--- src/rtl/add_rca_arb_pkg.sv ---
// Shared types and sizing helpers for the add_rca_arb shared-adder controller.
package add_rca_arb_pkg;

    typedef enum logic [1:0] {
        IDLE = 2'd0,
        RUN  = 2'd1,
        DONE = 2'd2
    } state_t;

    // Width of an index/pointer over n entries (at least one bit).
    function automatic int unsigned ptr_w(input int unsigned n);
        return (n > 1) ? $clog2(n) : 1;
    endfunction

    // Number of adder-slice passes needed for one full-width addition.
    function automatic int unsigned chunks_of(input int unsigned bits, input int unsigned slice);
        return bits / slice;
    endfunction

endpackage

--- src/rtl/add_rca_arb_if.sv ---
// Request/response bus of add_rca_arb; req_sub exists only with ADD_RCA_ARB_SUB_EN.
interface add_rca_arb_if
    import add_rca_arb_pkg::*;
#(
    parameter int unsigned BITS = 64,
    parameter int unsigned REQS = 4
);
    localparam int unsigned IDW = ptr_w(REQS);

    logic [REQS-1:0]      req_valid;
    logic [REQS-1:0]      req_ready;
    logic [REQS*BITS-1:0] req_a;
    logic [REQS*BITS-1:0] req_b;
`ifdef ADD_RCA_ARB_SUB_EN
    logic [REQS-1:0]      req_sub;
`endif
    logic                 resp_valid;
    logic                 resp_ready;
    logic [IDW-1:0]       resp_id;
    logic [BITS-1:0]      resp_sum;
    logic                 resp_carry;

`ifdef ADD_RCA_ARB_SUB_EN
    modport master (
        output req_valid, req_a, req_b, req_sub, resp_ready,
        input  req_ready, resp_valid, resp_id, resp_sum, resp_carry
    );
    modport slave (
        input  req_valid, req_a, req_b, req_sub, resp_ready,
        output req_ready, resp_valid, resp_id, resp_sum, resp_carry
    );
`else
    modport master (
        output req_valid, req_a, req_b, resp_ready,
        input  req_ready, resp_valid, resp_id, resp_sum, resp_carry
    );
    modport slave (
        input  req_valid, req_a, req_b, resp_ready,
        output req_ready, resp_valid, resp_id, resp_sum, resp_carry
    );
`endif

endinterface

--- src/rtl/add_rca_cin.sv ---
// Combinational W-bit ripple-carry adder with carry-in.
module add_rca_cin #(
    parameter int unsigned W = 16
) (
    input  logic [W-1:0] a,
    input  logic [W-1:0] b,
    input  logic         cin,
    output logic [W-1:0] sum,
    output logic         cout
);

    logic c;

    // Bit-serial ripple; a scalar carry avoids a self-referencing vector.
    always_comb begin
        c   = cin;
        sum = '0;
        for (int unsigned i = 0; i < W; i++) begin
            sum[i] = a[i] ^ b[i] ^ c;
            c      = (a[i] & b[i]) | (c & (a[i] ^ b[i]));
        end
        cout = c;
    end

endmodule

--- src/rtl/add_rca_arb.sv ---
// Round-robin arbiter sharing one SLICE-bit adder across REQS requesters.
// Optional subtract mode with ADD_RCA_ARB_SUB_EN.
module add_rca_arb
    import add_rca_arb_pkg::*;
#(
    parameter int unsigned BITS  = 64,
    parameter int unsigned SLICE = 16,
    parameter int unsigned REQS  = 4
) (
    input  logic         clk,
    input  logic         reset,
    add_rca_arb_if.slave bus
);

    localparam int unsigned CHUNKS = chunks_of(BITS, SLICE);
    localparam int unsigned IDW    = ptr_w(REQS);
    localparam int unsigned CW     = ptr_w(CHUNKS);

    state_t          state_q, state_d;
    logic [CW-1:0]   cnt_q, cnt_d;
    logic            carry_q, carry_d;
    logic [IDW-1:0]  rr_q, rr_d;
    logic [IDW-1:0]  id_q, id_d;
    logic [BITS-1:0] a_q, a_d;
    logic [BITS-1:0] b_q, b_d;
    logic [BITS-1:0] sum_q, sum_d;
    logic            valid_q, valid_d;
    logic [REQS-1:0] ready_c;

    logic            pick_found;
    logic [IDW-1:0]  pick_idx;
    logic [IDW-1:0]  cand;

    logic [SLICE-1:0] slice_sum;
    logic             slice_cout;

    add_rca_cin #(.W(SLICE)) u_slice (
        .a    (a_q[cnt_q*SLICE +: SLICE]),
        .b    (b_q[cnt_q*SLICE +: SLICE]),
        .cin  (carry_q),
        .sum  (slice_sum),
        .cout (slice_cout)
    );

    // First valid requester at or after the rr pointer, wrapping.
    always_comb begin
        pick_found = 1'b0;
        pick_idx   = '0;
        cand       = '0;
        for (int unsigned i = 0; i < REQS; i++) begin
            cand = IDW'((32'(rr_q) + i) % REQS);
            if (!pick_found && bus.req_valid[cand]) begin
                pick_found = 1'b1;
                pick_idx   = cand;
            end
        end
    end

    always_ff @(posedge clk or negedge reset) begin
        if (!reset) begin
            state_q <= IDLE;
            cnt_q   <= '0;
            carry_q <= 1'b0;
            rr_q    <= '0;
            id_q    <= '0;
            a_q     <= '0;
            b_q     <= '0;
            sum_q   <= '0;
            valid_q <= 1'b0;
        end else begin
            state_q <= state_d;
            cnt_q   <= cnt_d;
            carry_q <= carry_d;
            rr_q    <= rr_d;
            id_q    <= id_d;
            a_q     <= a_d;
            b_q     <= b_d;
            sum_q   <= sum_d;
            valid_q <= valid_d;
        end
    end

    // Next-state, datapath updates and grant.
    always_comb begin
        state_d = state_q;
        cnt_d   = cnt_q;
        carry_d = carry_q;
        rr_d    = rr_q;
        id_d    = id_q;
        a_d     = a_q;
        b_d     = b_q;
        sum_d   = sum_q;
        valid_d = valid_q;
        ready_c = '0;

        unique case (state_q)
            IDLE: begin
                if (pick_found) begin
                    ready_c[pick_idx] = 1'b1;
                    a_d     = bus.req_a[pick_idx*BITS +: BITS];
                    id_d    = pick_idx;
                    cnt_d   = '0;
                    rr_d    = IDW'((32'(pick_idx) + 32'd1) % REQS);
                    state_d = RUN;
`ifdef ADD_RCA_ARB_SUB_EN
                    // a - b as a + ~b + 1; final carry 1 means no borrow.
                    b_d     = bus.req_sub[pick_idx] ? ~bus.req_b[pick_idx*BITS +: BITS]
                                                    :  bus.req_b[pick_idx*BITS +: BITS];
                    carry_d = bus.req_sub[pick_idx];
`else
                    b_d     = bus.req_b[pick_idx*BITS +: BITS];
                    carry_d = 1'b0;
`endif
                end
            end
            RUN: begin
                sum_d[cnt_q*SLICE +: SLICE] = slice_sum;
                carry_d = slice_cout;
                if (cnt_q == CW'(CHUNKS - 1)) begin
                    cnt_d   = '0;
                    valid_d = 1'b1;
                    state_d = DONE;
                end else begin
                    cnt_d = cnt_q + CW'(1);
                end
            end
            DONE: begin
                if (bus.resp_ready) begin
                    valid_d = 1'b0;
                    state_d = IDLE;
                end
            end
            default: begin
                state_d = IDLE;
            end
        endcase
    end

    // Grant is combinational; forced low while reset is asserted.
    assign bus.req_ready  = reset ? ready_c : '0;
    assign bus.resp_valid = valid_q;
    assign bus.resp_sum   = sum_q;
    assign bus.resp_carry = carry_q;
    assign bus.resp_id    = id_q;

endmodule

--- src/flat_wrapper.sv ---
// flat-port wrapper written by rule: the top's interface ports become plain ports
module add_rca_arb_flat import add_rca_arb_pkg::*;
#(
    parameter int unsigned BITS  = 64,
    parameter int unsigned SLICE = 16,
    parameter int unsigned REQS  = 4
)
  (clk, reset, bus_req_valid, bus_req_a, bus_req_b, bus_resp_ready, bus_req_ready, bus_resp_valid, bus_resp_id, bus_resp_sum, bus_resp_carry);
  add_rca_arb_if #(.BITS(BITS), .REQS(REQS)) bus_i ();
  input  logic clk;
  input  logic reset;
  input wire logic [$bits(bus_i.req_valid)-1:0] bus_req_valid;
  input wire logic [$bits(bus_i.req_a)-1:0] bus_req_a;
  input wire logic [$bits(bus_i.req_b)-1:0] bus_req_b;
  input wire logic [$bits(bus_i.resp_ready)-1:0] bus_resp_ready;
  output wire logic [$bits(bus_i.req_ready)-1:0] bus_req_ready;
  output wire logic [$bits(bus_i.resp_valid)-1:0] bus_resp_valid;
  output wire logic [$bits(bus_i.resp_id)-1:0] bus_resp_id;
  output wire logic [$bits(bus_i.resp_sum)-1:0] bus_resp_sum;
  output wire logic [$bits(bus_i.resp_carry)-1:0] bus_resp_carry;
  assign bus_i.req_valid = bus_req_valid;
  assign bus_i.req_a = bus_req_a;
  assign bus_i.req_b = bus_req_b;
  assign bus_i.resp_ready = bus_resp_ready;
  assign bus_req_ready = bus_i.req_ready;
  assign bus_resp_valid = bus_i.resp_valid;
  assign bus_resp_id = bus_i.resp_id;
  assign bus_resp_sum = bus_i.resp_sum;
  assign bus_resp_carry = bus_i.resp_carry;
  add_rca_arb #(.BITS(BITS), .SLICE(SLICE), .REQS(REQS)) u_core (.clk(clk), .reset(reset), .bus(bus_i));
endmodule
--- config.mk ---
export PLATFORM = sky130hd
export DESIGN_NAME = add_rca_arb_flat
export DESIGN_NICKNAME = d
export VERILOG_FILES = /design/src/rtl/add_rca_arb_pkg.sv /design/src/rtl/add_rca_arb_if.sv /design/src/rtl/add_rca_cin.sv /design/src/rtl/add_rca_arb.sv /design/src/flat_wrapper.sv
export SDC_FILE = /design/constraint.sdc
export NUM_CORES = 1
export LEC_CHECK = 0
export BUFFER_PORTS_ARGS = -buffer_cell sky130_fd_sc_hd__clkbuf_2
export CAP_MARGIN = 20
export CORE_AREA = 2 2 231 233
export DETAILED_ROUTE_END_ITERATION = 10
export DIE_AREA = 0 0 233 235
export GPL_ROUTABILITY_DRIVEN = 0
export PLACE_DENSITY = 0.51
export SETUP_SLACK_MARGIN = 0.1
export SYNTH_ARGS = -nofsm -noshare
export SYNTH_HDL_FRONTEND = slang
export SYNTH_SLANG_ARGS = --single-unit
--- constraint.sdc ---
create_clock -name clk -period 9.01 [get_ports clk]
set_clock_uncertainty 0.05 [all_clocks]
set_input_delay 0.901 -clock clk [delete_from_list [all_inputs] [get_ports clk]]
set_output_delay 0.901 -clock clk [all_outputs]
set_load 0.03 [all_outputs]
==> results of run 1 <==
## layout make-up
| class | count | area [um^2] |
|---|---|---|
| repair buffers | 601 | 3060 |
| fillers | 5373 | 35900 |
| well taps | 688 | 861 |
| flip-flops and latches | 202 | 5060 |
| clock buffers | 36 | 749 |
| inverters | 42 | 158 |
| multi-input cells | 749 | 6230 |
| diodes | 3 | 7.51 |
| clock inverters | 14 | 194 |
## path summary, 6_finish.rpt
path	startpoint	end	slack (ns)	cells past startpoint
min	reset	u_core.a_q[25]	0.28	1
max	u_core.cnt_q[0]	u_core.bus.resp_sum[15]	1.21	21
min in group clk	u_core.bus.resp_sum[53]	u_core.bus.resp_sum[53]	0.42	2
max reg2reg	u_core.cnt_q[0]	u_core.bus.resp_sum[15]	1.21	21
min reg2reg	u_core.bus.resp_sum[53]	u_core.bus.resp_sum[53]	0.42	2
max in group asynchronous	reset	u_core.cnt_q[0]	7.21	2
## layout by cell type, fill, tap and decap left out, types with 5 or more instances in the layout
cell type	netlist	final
a21oi_1	5	5
buf_4	1	10
clkbuf_1	45	5
clkbuf_16	0	27
clkbuf_2	0	589
dfrtp_1	202	200
fa_1	16	16
ha_1	10	10
inv_1	41	41
mux2i_1	256	256
mux4_2	32	32
nand2_1	200	198
nand2_4	3	5
nor2_1	6	6
o21ai_0	21	21
o21ai_1	47	47
o221ai_1	128	128
## kinds of logic (layout without fill, tap and decap cells)
| logic type | after synthesis | count (layout) | synth area share, % |
|---|---|---|---|
| mux | 288 | 288 | 27.4 |
| buf+inv | 133 | 693 | 6.10 |
| compound gates | 209 | 209 | 13.0 |
| other cells | 0 | 3 | 0 |
| simple gates | 226 | 226 | 7.68 |
| flops | 202 | 202 | 42.1 |
| fa+ha+maj | 26 | 26 | 3.71 |
## per-stage QoR
| step | power [mW] | std cells |
|---|---|---|
| floorplan | 3.86 | 1084 |
| global placement | 5.23 | 2282 |
| detailed placement | 5.27 | 2282 |
| CTS | 6.46 | 2332 |
| global route | 6.79 | 2332 |
| finish | 6.31 | 2335 |
## routing by layer
layer / routed length [um] / track usage [%]
met5: 0 / 0
met3: 2720 / 2.26
met4: 624 / 3.30
met1: 24400 / 26.3
met2: 26600 / 33.4
## worst max-delay path: stages, from the launching register on
cell and delay, ns:
dfrtp_4 0.64, mux4_2 0.41, inv_1 0.05, fa_1 0.39, fa_1 0.38, fa_1 0.38, fa_1 0.40, fa_1 0.39
fa_1 0.41, fa_1 0.40, fa_1 0.43, fa_1 0.42, fa_1 0.41, fa_1 0.40, fa_1 0.40, fa_1 0.39
fa_1 0.37, inv_1 0.07, fa_1 0.16, inv_1 0.05, fa_1 0.53, o21ai_0 0.10
## cells in the mapped netlist
cell type,number
a211o_1,1
a21o_1,1
a21oi_1,5
a311o_1,1
a311oi_2,1
and2b_4,1
and3_1,4
buf_1,2
buf_2,15
buf_4,1
buf_6,28
clkbuf_1,45
dfrtp_1,202
fa_1,16
ha_1,10
inv_1,41
inv_2,1
mux2i_1,256
mux4_2,32
nand2_1,200
nand2_4,3
nand2b_1,4
nand3_1,3
nand4_1,1
nor2_1,6
nor2b_1,1
o21ai_0,21
o21ai_1,47
o21ai_2,1
o221ai_1,128
o22ai_1,1
o31ai_1,1
o32a_1,1
or4_1,2
or4_4,1
## sequential cells by signal, indices dropped and copies added, names as in the netlist
signal and flops:
u_core.a_q 64, u_core.b_q 64, u_core.bus.resp_carry 1, u_core.bus.resp_id 2, u_core.bus.resp_sum 64, u_core.bus.resp_valid 1
u_core.cnt_q 2, u_core.rr_q 2, u_core.state_q 2
## power by group
| part | leakage, nW | internal [mW] | switching [mW] |
|---|---|---|---|
| clock network | 0.463 | 0.702 | 0.444 |
| logic | 5.50 | 1.28 | 2.20 |
| registers | 2.58 | 1.33 | 0.359 |
==> results.tsv, run 1 <==
metric	value	unit
Synth Net Count	1629	
DRC Markers	0	
Tcrit/Tclk final	86.5	%
vias in the first global route	11606	
# Max-Cap Violations	0	
Mapped Area	0.0120	mm^2
Clock transition at path regs	0.06	ns
Remaining Overflow, GRT	0	
post-route ant nets	0	
WL/cell	23.2	um
warnings from Yosys	0	
Crit Path Class	reg2reg	
Synth Register Bits	202	
1st-pass router iterations	5	
VDD IR-drop max	0.000209	V
final worst setup slack	1.21	ns
hold_ws	0.280	ns
largest net degree at the start of global routing	129	
clk buf depth	3	
initial antenna violation count	5	
Die H	235	um
endpoints failing setup	0	
area fraction of the dominant cell type after synthesis	42.1	%
IO Count	591	
# rows	84	
Rel. slew slack	27.5	%
Syn-to-layout area delta	36.1	%
cell leakage power	8.54	nW
Synth area leaders	dfrtp_1, mux2i_1, o221ai_1	
full die area	0.0548	mm^2
Root Driver	clkbuf_16	
CTS Sinks	202	
post-CTS setup buffer count	0	
TNS Setup	0	ns
fmax	0.128	GHz
worst path required time	9.37	ns
Cell variety after synth	35	
CTS tree	built	
layout cells sized above 1	42.1	%
outcome	complete, no violations	
RSZ-0062 raised after global routing	false	
Mapped Cells	1084	
Pwr Density	387	mW/mm^2
final net count	2168	
Routed WL	54300	um
Horiz. Die Dim	233	um
I/O Buffers	590	
crit-path max FO	19	
cts repair resizes	0	
Synth area leader	dfrtp_1	
Seq/Total Area, Yosys	42.1	%
dpl ws	1.16	ns
worst skew pair latency	0.55	ns
placed inst area	0.0154	mm^2
final instance area	0.0163	mm^2
Final Max Slew Viols	0	
Mean Syn Cell Area	11.1	um^2
Starting Density	23.0	%
H-tree Lvls	1	
GRT Resource Usage Total	19.4	%
Startpoint Class	flip-flop	
final core utilization	31.2	%
first-pass GRT wire length	78000	um
final hold violation count	0	
min Tclk post-route	7.80	ns
actual slew at the worst max-slew pin	1.09	ns
core area	0.0522	mm^2
Iter 0 DRT Violations	630	
CP Data Arrival Time	8.15	ns
CP Capture Type	flip-flop	
HPWL Detailed	43100	um
Vias	10973	
worst min path class	in2async	
total CTS buffers	27	
hold buffers post-CTS	0	
DR vias/cell	4.70	
Power figures use the tool's default switching activity.
==> run 2: changes to the inputs <==
--- a/config.mk
+++ b/config.mk
@@ -11,6 +11,7 @@
 export DETAILED_ROUTE_END_ITERATION = 10
 export DIE_AREA = 0 0 233 235
 export GPL_ROUTABILITY_DRIVEN = 0
+export GPL_TIMING_DRIVEN = 0
 export PLACE_DENSITY = 0.51
 export SETUP_SLACK_MARGIN = 0.1
 export SYNTH_ARGS = -nofsm -noshare
==> run 2 against run 1 <==
  * Global-route usage is 1.9 points higher
  * Maximum frequency is 9.3% lower
  * Worst hold slack got worse by 0.036 ns
  * Setup slack lost 0.80 ns
==> results.tsv, run 2 (same netlist as run 1, synthesis figures left out) <==
metric	value	unit	change
critical path, cell by cell	clkbuf_1 > clkbuf_2 > mux4_2 > inv_1 > fa_1 > fa_1 > fa_1 > fa_1 > fa_1 > fa_1 > fa_1 > fa_1 > fa_1 > fa_1 > fa_1 > fa_1 > fa_1 > fa_1 > inv_1 > fa_1 > inv_1 > fa_1 > o21ai_0		
CP Capture Type	flip-flop		
GRT Resource Usage Total	21.3	%	+1.9 points
slowest stage cell, crit path	fa_1		
post-route ant nets	0		unchanged
final net count	2250		+3.8%
Root Driver	clkbuf_16		
layout cells sized above 1	41.5	%	-0.58 points
Clock transition at path regs	0.06	ns	about the same
VDD IR-drop max	0.000167	V	-20%
metal3 WL	3780	um	+39%
WL/cell	24.7	um	+6.3%
HPWL Detailed	49400	um	+14%
worst skew pair latency	0.55	ns	about the same
Vias	11562		+5.4%
most common cell after layout, fill and taps aside	clkbuf_2		
cell leakage power	8.73	nW	+2.2%
IO Count	591		unchanged
Starting Density	23.0	%	unchanged
hold_ws	0.244	ns	-0.0357 ns
full die area	0.0548	mm^2	unchanged
vias in the first global route	12488		+7.6%
most frequent cells in the layout	clkbuf_2, mux2i_1, dfrtp_1, nand2_1, o221ai_1		
worst min path class	in2async		
outcome	complete, no violations		
CP Data Arrival Time	8.95	ns	+0.80 ns
fmax	0.116	GHz	-9.3%
I/O Buffers	590		unchanged
highest metal used	met5		
1st-pass router iterations	5		unchanged
worst path required time	9.36	ns	about the same
CTS Sinks	202		unchanged
H-tree Lvls	1		unchanged
total CTS buffers	25		-7.4%
CTS tree	built		
crit-path max FO	10		-9
post-CTS setup buffer count	0		unchanged
Routed WL	59500	um	+9.7%
largest net degree at the start of global routing	93		-28%
Rel. slew slack	31.5	%	+4.0 points
actual slew at the worst max-slew pin	1.03	ns	-0.0606 ns
DRC Markers	0		unchanged
CP most frequent cell	fa_1		
Final Max Slew Viols	0		unchanged
Die H	235	um	unchanged
delay of the slowest cell on the worst path	0.63	ns	about the same
# Max-Cap Violations	0		unchanged
met2 wire length	29100	um	+9.5%
Post-Route M1 WL	25500	um	+4.8%
Iter 0 DRT Violations	708		+12%
Pwr Density	387	mW/mm^2	about the same
Tcrit/Tclk final	95.4	%	+8.9 points
clk buf depth	3		unchanged
first-pass GRT wire length	84100	um	+7.8%
final hold violation count	0		unchanged
RSZ-0062 raised after global routing	false		
Syn-to-layout area delta	39.3	%	
core area	0.0522	mm^2	unchanged
Remaining Overflow, GRT	0		unchanged
endpoints failing setup	0		unchanged
initial antenna violation count	8		+3
TNS Setup	0	ns	unchanged
final core utilization	32.0	%	+0.75 points
# rows	84		unchanged
Horiz. Die Dim	233	um	unchanged
DR vias/cell	4.80		+2.1%
min Tclk post-route	8.60	ns	+0.801 ns
Startpoint Class	flip-flop		
Crit Path Class	reg2reg		
run 2: changes by cell type in the layout (fill, tap and decap cells not counted), moves of 2 or more:
cell       before  now
dfrtp_1       200  202
buf_6           0   28
buf_16          0    2
buf_4          10    1
nand2_1       198  200
nand2_4         5    3
buf_1           0    2
buf_2           0   15
clkbuf_16      27   25
clkbuf_1        5   51
run 2: through the flow:
step                      std cells  area, um^2  power (mW)  worst slack (ns)
after global placement         2362       15800        5.50            0.0916
final                          2410       16700        6.47             0.413
after floorplan                1084       12000        3.86              1.44
after detailed placement       2365       15900        5.55            0.0582
after CTS                      2407       16700        6.59             0.324
after global routing           2410       16700        6.93             0.110
run 2: worst max-delay path, delay by kind of cell, from the launching register on:
family,cells,cell delay (ns)
buffers and inverters,5,1.14
DFF,1,0.39
AOI/OAI and AO/OA,1,0.12
muxes,1,0.33
adders and majority gates,16,6.41
run 2: what timing repair did:
| action | in CTS | in global routing |
|---|---|---|
| gates resized for setup | 1 | 0 |
| endpoints found under the setup margin | 4 | 0 |
| hold buffers | 0 | 0 |
run 2: where the power goes:
part	internal, mW	switching, mW
Sequential	1.33	0.393
Clock	0.610	0.403
Combinational	1.39	2.34
run 2: layout make-up:
class | instances | area [um^2]
Sequential cell | 202 | 5050
Fill cell | 5431 | 35500
Inverter | 42 | 158
Multi-Input combinational cell | 749 | 6210
Timing Repair Buffer | 594 | 3050
Tap cell | 688 | 861
Antenna cell | 2 | 5.00
Clock inverter | 8 | 123
Buffer | 91 | 576
Clock buffer | 34 | 679
run 2: final timing paths:
kind,startpoint,to,slack [ns],cells after the start
max,u_core.cnt_q[1],u_core.bus.resp_sum[15],0.41,23
min,reset,u_core.a_q[1],0.24,1
max reg2reg,u_core.cnt_q[1],u_core.bus.resp_sum[15],0.41,23
min reg2reg,u_core.bus.resp_sum[12],u_core.bus.resp_sum[12],0.43,2
max in group asynchronous,reset,u_core.b_q[39],7.85,2
min in group clk,u_core.bus.resp_sum[12],u_core.bus.resp_sum[12],0.43,2
run 2: per-layer routing:
| metal | track usage [%] | vias to the layer above |
|---|---|---|
| met5 | 0 | - |
| met4 | 4.52 | 2 |
| met2 | 36.8 | 495 |
| met3 | 3.98 | 57 |
| met1 | 27.6 | 5734 |
| li1 | - | 5274 |
==> run 3: changes to the inputs <==
--- a/config.mk
+++ b/config.mk
@@ -7,9 +7,10 @@
 export LEC_CHECK = 0
 export BUFFER_PORTS_ARGS = -buffer_cell sky130_fd_sc_hd__clkbuf_2
 export CAP_MARGIN = 20
-export CORE_AREA = 2 2 231 233
+export CORE_AREA = 2 2 229 231
+export CTS_BUF_LIST = sky130_fd_sc_hd__clkbuf_8
 export DETAILED_ROUTE_END_ITERATION = 10
-export DIE_AREA = 0 0 233 235
+export DIE_AREA = 0 0 231 233
 export GPL_ROUTABILITY_DRIVEN = 0
 export GPL_TIMING_DRIVEN = 0
 export PLACE_DENSITY = 0.51
==> constraint.sdc (replaced) <==
create_clock -name clk -period 9.01 [get_ports clk]
set_clock_uncertainty 0.05 [all_clocks]
set_input_delay 1.802 -clock clk [delete_from_list [all_inputs] [get_ports clk]]
set_output_delay 1.802 -clock clk [all_outputs]
set_load 0.03 [all_outputs]
==> run 3 against run 2 <==
  * Non-clock buffer count decreased by 2
  * Worst hold slack improved by 0.18 ns
  * Global-route usage about the same
  * Die area decreased by 1.7%
  * Maximum frequency increased by 0.13%
  * Cell area decreased by 0.46%
==> results.tsv, run 3 (same netlist as run 1, synthesis figures left out) <==
metric	value	unit	change
vias in the first global route	12338		-1.2%
CTS Sinks	202		unchanged
actual slew at the worst max-slew pin	1.08	ns	+0.0524 ns
Pwr Density	381	mW/mm^2	-1.7%
core area	0.0511	mm^2	-2.2%
hold path cells	2		
overall power	6.33	mW	-2.1%
TNS Setup	0	ns	unchanged
Clock transition at path regs	0.06	ns	about the same
post-route ant nets	0		unchanged
Crit Path Class	reg2reg		
r2r worst-path depth	23		unchanged
Startpoint Class	flip-flop		
Critical R2R Launch	u_core.cnt_q[1]		
initial antenna violation count	3		-5
internal cell power	3.20	mW	-4.0%
Routed WL	58600	um	-1.5%
hold buffers post-CTS	0		unchanged
Comb pwr share	58.6	%	+0.9 points
Tcrit/Tclk final	95.3	%	-0.12 points
sw power	3.14	mW	about the same
Root Driver	clkbuf_8		
final net count	2262		+0.53%
endpoints failing setup	0		unchanged
worst path required time	9.41	ns	+0.05 ns
clk buf depth	3		unchanged
Vias	11466		-0.83%
cell leakage power	8.76	nW	+0.31%
fmax	0.116	GHz	+0.13%
outcome	complete, no violations		
metal3 WL	3420	um	-9.5%
Horiz. Die Dim	231	um	-0.86%
VDD IR-drop max	0.000129	V	-23%
Starting Density	23.5	%	+0.51 points
min Tclk post-route	8.59	ns	-0.0108 ns
IO Count	591		unchanged
Post-Route M1 WL	25500	um	-0.17%
DR vias/cell	4.72		-1.5%
worst skew pair latency	0.58	ns	+0.03 ns
WL/cell	24.1	um	-2.2%
highest metal used	met4		
R2R Setup Slk	0.42	ns	about the same
HPWL Detailed	48400	um	-1.8%
worst min path class	reg2reg		
Syn-to-layout area delta	38.7	%	
n_diodes	0		-2
Iter 0 DRT Violations	571		-19%
Rel. slew slack	28.0	%	-3.5 points
Die H	233	um	-0.85%
reg-to-reg endpoint	u_core.bus.resp_sum[15]		
RSZ-0062 raised after global routing	false		
final hold violation count	0		unchanged
crit-path max FO	10		unchanged
I/O Buffers	590		unchanged
# Max-Cap Violations	0		unchanged
CTS tree	built		
Hold Startpoint	u_core.bus.resp_sum[14]		
H-tree Lvls	2		+1
# rows	83		-1.2%
DRC Markers	0		unchanged
GRT Resource Usage Total	21.4	%	+0.036 points
CP Data Arrival Time	8.98	ns	+0.03 ns
CP Capture Type	flip-flop		
Final Max Slew Viols	0		unchanged
sequential power share	27.1	%	+0.5 points
first-pass GRT wire length	82300	um	-2.1%
Remaining Overflow, GRT	0		unchanged
most common cell after layout, fill and taps aside	clkbuf_2		
layout cells sized above 1	42.0	%	+0.50 points
most frequent cells in the layout	clkbuf_2, mux2i_1, dfrtp_1, nand2_1, o221ai_1		
largest net degree at the start of global routing	110		+18%
switching share of power	49.5	%	+1.0 points
WHS Endpoint	u_core.bus.resp_sum[14]		
full die area	0.0538	mm^2	-1.7%
total CTS buffers	39		+56%
1st-pass router iterations	4		-1
clock network power share	14.3	%	-1.4 points
met2 wire length	28400	um	-2.3%
## run 3: changes by cell type in the layout (fill, tap and decap cells not counted), sizes merged
cell and change:
clkbuf +14, inv +13, clkinvlp +5, bufinv -3
buf -2, diode -2
## run 3: how the worst max path moves through the flow
stage	startpoint	end	slack (ns)	depth (start not counted)
after global placement	u_core.cnt_q[1]	u_core.bus.resp_sum[15]	0.12	23
after global routing	u_core.cnt_q[1]	u_core.bus.resp_sum[15]	0.13	23
final	u_core.cnt_q[1]	u_core.bus.resp_sum[15]	0.42	23
after detailed placement	u_core.cnt_q[1]	u_core.bus.resp_sum[15]	0.03	23
after floorplan	u_core.cnt_q[1]	u_core.bus.resp_sum[15]	1.44	23
after CTS	u_core.cnt_q[1]	u_core.bus.resp_sum[15]	0.31	23
## run 3: routing by layer
metal | up-vias | track usage [%]
li1 | 5297 | -
met1 | 5656 | 27.8
met2 | 458 | 36.1
met3 | 55 | 3.80
met4 | 0 | 6.25
met5 | - | 0
## run 3: cell type report
class                      instances  area (um^2)
fill                            5341        34500
multi-input combinational        749         6210
sequential                       202         5050
timing repair buffer             592         3020
tap                              680          851
clock buffer                      48          661
buffer                            91          576
inverter                          42          158
clock inverter                    23          110
## run 3: power groups by stage
stage | logic [mW] | registers (mW) | clock network, mW
after CTS | 3.81 | 1.71 | 0.931
after global routing | 4.08 | 1.76 | 0.972
after detailed placement | 3.80 | 1.72 | 0
after floorplan | 2.15 | 1.71 | 0
final | 3.71 | 1.71 | 0.906
after global placement | 3.76 | 1.71 | 0
## run 3: timing repair
item	CTS	global route
setup endpoints to repair	4	0
setup buffers	0	0
resized for setup	1	0
## run 3: worst max-delay path, cell delays in order, from the launching register on
cell and delay, ns:
dfrtp_1 0.41, clkbuf_1 0.50, clkbuf_2 0.43, mux4_2 0.31, inv_1 0.08, fa_1 0.41
fa_1 0.40, fa_1 0.39, fa_1 0.39, fa_1 0.40, fa_1 0.43, fa_1 0.40
fa_1 0.42, fa_1 0.41, fa_1 0.42, fa_1 0.41, fa_1 0.41, fa_1 0.42
fa_1 0.37, inv_1 0.07, fa_1 0.16, inv_1 0.05, fa_1 0.59, o21ai_0 0.11
## run 3: metrics by stage
step | hold WS, ns | util, % | std cells | worst slack [ns] | cell area, um^2
finish | 0.427 | 32.6 | 2427 | 0.424 | 16600
global route | 0.453 | 32.6 | 2427 | 0.126 | 16600
CTS | 0.432 | 32.6 | 2427 | 0.309 | 16600
detailed placement | 0.417 | 31.0 | 2356 | 0.0284 | 15900
global placement | 0.413 | 30.9 | 2354 | 0.122 | 15800
floorplan | 0.401 | - | 1084 | 1.44 | 12000
